--- config.mk ---
export PLATFORM = sky130hd
export DESIGN_NAME = tactile_frame_packer_flat
export DESIGN_NICKNAME = d
export VERILOG_FILES = /design/src/rtl/tactile_frame_packer_pkg.sv /design/src/rtl/tactile_frame_packer_if.sv /design/src/rtl/tactile_frame_packer.sv /design/src/flat_wrapper.sv
export SDC_FILE = /design/constraint.sdc
export NUM_CORES = 1
export LEC_CHECK = 0
export ABC_AREA = 1
export CORE_ASPECT_RATIO = 0.9
export CORE_MARGIN = 4
export CORE_UTILIZATION = 35
export DETAILED_ROUTE_END_ITERATION = 8
export HOLD_SLACK_MARGIN = 0.03
export SLEW_MARGIN = 20
export SYNTH_ARGS = -nofsm -noshare
export SYNTH_HDL_FRONTEND = slang
export SYNTH_SLANG_ARGS = --single-unit
--- constraint.sdc ---
create_clock -name clk_50m -period 3.7 [get_ports clk_50m]
set_input_delay 0.555 -clock clk_50m [delete_from_list [all_inputs] [get_ports clk_50m]]
set_output_delay 0.555 -clock clk_50m [all_outputs]
set_load 0.005 [all_outputs]
--- src/rtl/tactile_frame_packer_pkg.sv ---
// tactile_frame_pkg: FSM states, sync-byte defaults and frame sizing for the tactile upload packer.
// FRAME_CKSUM_EN adds the trailing XOR checksum byte to every frame.
package tactile_frame_pkg;
  typedef enum logic [3:0] {
    ST_IDLE, ST_HDR0, ST_HDR1, ST_CNT, ST_SMP_HI, ST_SMP_LO, ST_CKSUM, ST_SEND, ST_WAIT_DONE
  } st_e;
  localparam logic [7:0] HDR0_DEF = 8'hAA;
  localparam logic [7:0] HDR1_DEF = 8'h55;
`ifdef FRAME_CKSUM_EN
  localparam bit CKSUM_EN = 1'b1;
  localparam st_e AFTER_SMP = ST_CKSUM;
`else
  localparam bit CKSUM_EN = 1'b0;
  localparam st_e AFTER_SMP = ST_SEND;
`endif
  function automatic int frame_bytes(input int n_ch);
    return 3 + 2 * n_ch + (CKSUM_EN ? 1 : 0);
  endfunction
endpackage

--- src/rtl/tactile_frame_packer_if.sv ---
// tactile_frame_packer_if: sample, upload-FIFO and uploader handshake signals of the frame packer.
interface tactile_frame_packer_if #(parameter int SAMPLE_W = 12);
  logic                frame_start;
  logic [SAMPLE_W-1:0] smp_data;
  logic                smp_valid;
  logic                smp_ready;
  logic [7:0]          wFIFO_idata;
  logic                wFIFO_wrreq;
  logic                wFIFO_full;
  logic                uart_send;
  logic                uart_rdy;
  logic                uart_send_done;
  logic                busy;
  logic                overrun;
  modport master (
    input  frame_start, smp_data, smp_valid, wFIFO_full, uart_rdy, uart_send_done,
    output smp_ready, wFIFO_idata, wFIFO_wrreq, uart_send, busy, overrun
  );
  modport slave (
    output frame_start, smp_data, smp_valid, wFIFO_full, uart_rdy, uart_send_done,
    input  smp_ready, wFIFO_idata, wFIFO_wrreq, uart_send, busy, overrun
  );
endinterface

--- src/rtl/tactile_frame_packer.sv ---
// tactile_frame_packer: serialises one frame of ADC samples into the upload FIFO, then triggers the UART.
// Define FRAME_CKSUM_EN to append the XOR checksum byte (CNT byte and all sample bytes).
module tactile_frame_packer import tactile_frame_pkg::*; #(
  parameter int         N_CH       = 16,
  parameter int         SAMPLE_W   = 12,
  parameter logic [7:0] HDR0       = HDR0_DEF,
  parameter logic [7:0] HDR1       = HDR1_DEF,
  parameter int         FIFO_DEPTH = 64
) (
  input logic                   clk_50m,
  input logic                   rst,
  tactile_frame_packer_if.master bus
);
  st_e        state;
  logic [7:0] frame_cnt, idx, lo_byte, cksum, hi_byte, wr_data;
  logic       wr_en, last_smp, uart_send_r, busy_r, overrun_r;
  // The whole frame is queued before uart_send, so it must fit in the FIFO.
  if (N_CH < 1 || N_CH > 255 || SAMPLE_W < 9 || SAMPLE_W > 16 || frame_bytes(N_CH) > FIFO_DEPTH) begin : g_bad_cfg
    $error("tactile_frame_packer: unsupported N_CH/SAMPLE_W/FIFO_DEPTH");
  end
  assign hi_byte  = 8'(bus.smp_data >> 8);
  assign last_smp = idx == 8'(N_CH - 1);
  assign wr_en    = !bus.wFIFO_full &&
                    (state inside {ST_HDR0, ST_HDR1, ST_CNT, ST_SMP_LO, ST_CKSUM} ||
                     (state == ST_SMP_HI && bus.smp_valid));
  assign wr_data  = state == ST_HDR0   ? HDR0 :
                    state == ST_HDR1   ? HDR1 :
                    state == ST_CNT    ? frame_cnt :
                    state == ST_SMP_HI ? hi_byte :
                    state == ST_SMP_LO ? lo_byte :
                    state == ST_CKSUM  ? cksum : 8'h00;
  assign bus.smp_ready   = state == ST_SMP_HI && !bus.wFIFO_full;
  assign bus.wFIFO_wrreq = wr_en;
  assign bus.wFIFO_idata = wr_data;
  assign bus.uart_send   = uart_send_r;
  assign bus.busy        = busy_r;
  assign bus.overrun     = overrun_r;
`ifdef FRAME_CKSUM_EN
  always_ff @(posedge clk_50m or posedge rst)
    if (rst) cksum <= '0;
    else if (state == ST_IDLE && bus.frame_start) cksum <= '0;
    else if (wr_en && state inside {ST_CNT, ST_SMP_HI, ST_SMP_LO}) cksum <= cksum ^ wr_data;
`else
  assign cksum = 8'h00;
`endif
  always_ff @(posedge clk_50m or posedge rst) begin
    if (rst) begin
      state       <= ST_IDLE;
      frame_cnt   <= '0;
      idx         <= '0;
      lo_byte     <= '0;
      uart_send_r <= 1'b0;
      busy_r      <= 1'b0;
      overrun_r   <= 1'b0;
    end else begin
      uart_send_r <= 1'b0;
      if (bus.frame_start && state != ST_IDLE) overrun_r <= 1'b1;
      case (state)
        ST_IDLE: if (bus.frame_start) begin
          state  <= ST_HDR0;
          busy_r <= 1'b1;
          idx    <= '0;
        end
        ST_HDR0: if (wr_en) state <= ST_HDR1;
        ST_HDR1: if (wr_en) state <= ST_CNT;
        ST_CNT:  if (wr_en) state <= ST_SMP_HI;
        ST_SMP_HI: if (wr_en) begin
          lo_byte <= bus.smp_data[7:0];
          state   <= ST_SMP_LO;
        end
        ST_SMP_LO: if (wr_en) begin
          idx   <= idx + 8'd1;
          state <= last_smp ? AFTER_SMP : ST_SMP_HI;
          if (last_smp && AFTER_SMP == ST_SEND) frame_cnt <= frame_cnt + 8'd1;
        end
        ST_CKSUM: if (wr_en) begin
          state     <= ST_SEND;
          frame_cnt <= frame_cnt + 8'd1;
        end
        ST_SEND: if (bus.uart_rdy) begin
          uart_send_r <= 1'b1;
          state       <= ST_WAIT_DONE;
        end
        ST_WAIT_DONE: if (bus.uart_send_done) begin
          state  <= ST_IDLE;
          busy_r <= 1'b0;
        end
        default: state <= ST_IDLE;
      endcase
    end
  end
endmodule

--- src/flat_wrapper.sv ---
// flat-port wrapper written by rule: the top's interface ports become plain ports
module tactile_frame_packer_flat import tactile_frame_pkg::*;
#(
  parameter int         N_CH       = 16,
  parameter int         SAMPLE_W   = 12,
  parameter logic [7:0] HDR0       = HDR0_DEF,
  parameter logic [7:0] HDR1       = HDR1_DEF,
  parameter int         FIFO_DEPTH = 64
)
  (clk_50m, rst, bus_frame_start, bus_smp_data, bus_smp_valid, bus_wFIFO_full, bus_uart_rdy, bus_uart_send_done, bus_smp_ready, bus_wFIFO_idata, bus_wFIFO_wrreq, bus_uart_send, bus_busy, bus_overrun);
  tactile_frame_packer_if #(.SAMPLE_W(SAMPLE_W)) bus_i ();
  input logic clk_50m;
  input logic rst;
  input wire logic [$bits(bus_i.frame_start)-1:0] bus_frame_start;
  input wire logic [$bits(bus_i.smp_data)-1:0] bus_smp_data;
  input wire logic [$bits(bus_i.smp_valid)-1:0] bus_smp_valid;
  input wire logic [$bits(bus_i.wFIFO_full)-1:0] bus_wFIFO_full;
  input wire logic [$bits(bus_i.uart_rdy)-1:0] bus_uart_rdy;
  input wire logic [$bits(bus_i.uart_send_done)-1:0] bus_uart_send_done;
  output wire logic [$bits(bus_i.smp_ready)-1:0] bus_smp_ready;
  output wire logic [$bits(bus_i.wFIFO_idata)-1:0] bus_wFIFO_idata;
  output wire logic [$bits(bus_i.wFIFO_wrreq)-1:0] bus_wFIFO_wrreq;
  output wire logic [$bits(bus_i.uart_send)-1:0] bus_uart_send;
  output wire logic [$bits(bus_i.busy)-1:0] bus_busy;
  output wire logic [$bits(bus_i.overrun)-1:0] bus_overrun;
  assign bus_i.frame_start = bus_frame_start;
  assign bus_i.smp_data = bus_smp_data;
  assign bus_i.smp_valid = bus_smp_valid;
  assign bus_i.wFIFO_full = bus_wFIFO_full;
  assign bus_i.uart_rdy = bus_uart_rdy;
  assign bus_i.uart_send_done = bus_uart_send_done;
  assign bus_smp_ready = bus_i.smp_ready;
  assign bus_wFIFO_idata = bus_i.wFIFO_idata;
  assign bus_wFIFO_wrreq = bus_i.wFIFO_wrreq;
  assign bus_uart_send = bus_i.uart_send;
  assign bus_busy = bus_i.busy;
  assign bus_overrun = bus_i.overrun;
  tactile_frame_packer #(.N_CH(N_CH), .SAMPLE_W(SAMPLE_W), .HDR0(HDR0), .HDR1(HDR1), .FIFO_DEPTH(FIFO_DEPTH)) u_core (.clk_50m(clk_50m), .rst(rst), .bus(bus_i));
endmodule
==> metrics <==
Die W=84.6 µm; Max VDD drop=0.301 mV; antenna violations before repair=0; CP endpoint kind=output pin; cell taking the most area after synthesis=dfrtp_1; first-pass GRT wire length=7.69 mm; vias in the first global route=1,645; min cycle time layout=2.75 ns; PD cells=611 nW/µm²; Fillers=515; R2R Setup Slk=1.96 ns; layout cells sized above 1=6.48%; fmax=around 0.36 GHz; post-synthesis cell area=1850 µm²; Placed Cells=350; RSZ-0062 raised after global routing=false; fin util=~46%; Synth top area share=about two fifths; actual slew at the worst max-slew pin=0.471 ns; clk sink count=31; GP Congestion=0.817; Final Hold Viols=0; H-tree depth=2; Port Buf Inserts=31; overall die height=77.0 µm; Gate Count Post-Synth=255; GRT overflow=0; CTS clk-pin slew, worst paths=0.07 ns; Max-Cap Viols=0; Final Max Slew Viols=0; global-route usage over all layers=14.7%; # nets final=313; # DRC=0; Synth area leaders=dfrtp_1 (42%), nand2_1 (19%), inv_1 (6.5%); via count=1,707; CTS resizes=0; ANT nets after route=0; Clock Tree Buf Depth=2; clock root buffer=clkbuf_8; Core Area=4980 µm²; Crit Path Max Fanout=8; Crit path arrival time=2.20 ns; row cnt=24; Tcrit/Tclk final=74.3%; Initial DRC Count=96; post-synthesis register bit count=31; nature of the critical path startpoint=flip-flop; register area share after synthesis=41.9%; synth warn=0; CTS tree=yes; Mapped Avg Cell Area=7.26 µm²; setup violators final=0; Post CTS Setup Buffer Count=0; Post-Route Setup TNS=0 ns; largest net degree at the start of global routing=32; Die ar.=6520 µm²; Post-DP HPWL=3.32 mm; clock latency on the worst-skew pair=0.28 ns; clock skew=around 0.0036 ns; IO Pins=32; Critical Path RT=3.14 ns; Ant. Diodes=0; Tot Pwr=1.41 mW; per-cell routed wire length=12.1 µm; routed vias/inst=4.77; cts hold-fix bufs=0; slew margin rel.=68.5%; aggregate routed wire length=between 4 and 5 mm; cts bufs inserted=5; worst min path class=flip-flop to flip-flop; leakage power=1.14 nW; Worst Setup Path Type=flip-flop to output pin; hold_ws=around 0.49 ns; status=finished, final reports clean; Layout area overhead=25.1%; final non-filler cell total=358; starting density of the core=37.1%; post-synth cell types=27; drt first pass iters=4; Mapped Nets=276
[power by group]
| part | internal [mW] | switching, mW | leakage, nW |
|---|---|---|---|
| clock | 0.132 | 0.127 | 0.0422 |
| combinational | 0.273 | 0.391 | 0.693 |
| sequential | 0.423 | 0.0690 | 0.400 |
| total | 0.828 | 0.587 | 1.14 |
[final cells by class]
cell class / count / area (µm²) / area share, %
well taps: 65 / 81.3 / 3.51
inverters: 35 / 134 / 5.78
repair buffers: 32 / 318 / 13.7
flip-flops and latches: 31 / 776 / 33.5
clock inverters: 1 / 5.00 / 0.216
clock buffers: 7 / 76.3 / 3.30
multi-input cells: 187 / 925 / 39.9
[path summary, 6_finish.rpt]
kind                                         start                  end  cells past startpoint
max in group asynchronous                      rst    u_core.lo_byte[7]                      3
worst min-delay path            u_core.bus.overrun   u_core.bus.overrun                      1
worst min register to register  u_core.bus.overrun   u_core.bus.overrun                      1
worst max-delay path               u_core.state[1]   bus_wFIFO_idata[0]                      6
worst max register to register     u_core.state[3]  u_core.frame_cnt[6]                      8
min in group asynchronous                      rst  u_core.frame_cnt[6]                      3
[per-layer routing]
metal  global-route usage (%)  share of wire [%]  up-vias
met5                        0                  0        -
met2                     22.4                 46       44
met1                     20.1                 48      776
li1                         -                  -      880
met4                     5.70                1.5        0
met3                     3.32                4.6        7
[cells in the mapped netlist]
| cell type | n |
|---|---|
| nor2_4 | 2 |
| inv_2 | 2 |
| dfrtp_1 | 31 |
| o221ai_1 | 2 |
| nand2_1 | 92 |
| a21oi_1 | 1 |
| xor2_1 | 8 |
| o2111ai_1 | 2 |
| nand2_4 | 1 |
| nand4_1 | 7 |
| xnor2_1 | 3 |
| inv_1 | 32 |
| o211ai_1 | 4 |
| nor3_4 | 1 |
| nand3_2 | 1 |
| clkbuf_2 | 1 |
| nand2_2 | 3 |
| nor2_1 | 23 |
| nor3_1 | 3 |
| nor2_2 | 1 |
| o21ai_1 | 2 |
| nand3_1 | 16 |
| buf_6 | 1 |
| o21bai_1 | 1 |
| o21ai_0 | 12 |
| ha_1 | 2 |
| inv_4 | 1 |
[logic make-up (layout without fill, tap and decap cells)]
| kind of cell | Yosys count | after routing | synth area share (%) |
|---|---|---|---|
| XOR/XNOR | 11 | 11 | 5.21 |
| flip-flops | 31 | 31 | 41.9 |
| AO/OA/AOI/OAI | 24 | 24 | 7.98 |
| AND/OR/NAND/NOR | 150 | 150 | 35.4 |
| adder cells (fa/ha/maj) | 2 | 2 | 1.35 |
| buffers and inverters | 37 | 75 | 8.11 |
[through the flow]
step	worst slack [ns]	cell area [µm²]
2_1_floorplan	1.97	1850
3_3_place_gp	1.23	2230
3_5_place_dp	1.21	2230
4_1_cts	0.928	2310
5_1_grt	0.766	2310
6_report	0.950	2310
[flip-flops by register name, summed over array words and instances (netlist names)]
signal	flops
u_core.bus.uart_send	1
u_core.idx	8
u_core.frame_cnt	8
u_core.bus.busy	1
u_core.state	4
u_core.lo_byte	8
u_core.bus.overrun	1
[layout by cell type (no fill, tap or decap), types with 3 or more instances in the layout]
master / count
nor2_1: 23
nand2_2: 3
clkbuf_8: 5
dfrtp_1: 31
xnor2_1: 3
xor2_1: 8
o211ai_1: 4
clkdlybuf4s50_1: 31
nand4_1: 7
nand2_1: 92
nand3_1: 16
inv_1: 32
o21ai_0: 12
nor3_1: 3
[worst max-delay path, cell delays in order, from the launching register on]
cell             delay (ns)
dfrtp_1                0.47
nor2_1                 0.28
nand2_1                0.25
inv_1                  0.19
nand2_1                0.07
o2111ai_1              0.12
clkdlybuf4s50_1        0.54
(Power assumes the default switching activity.)
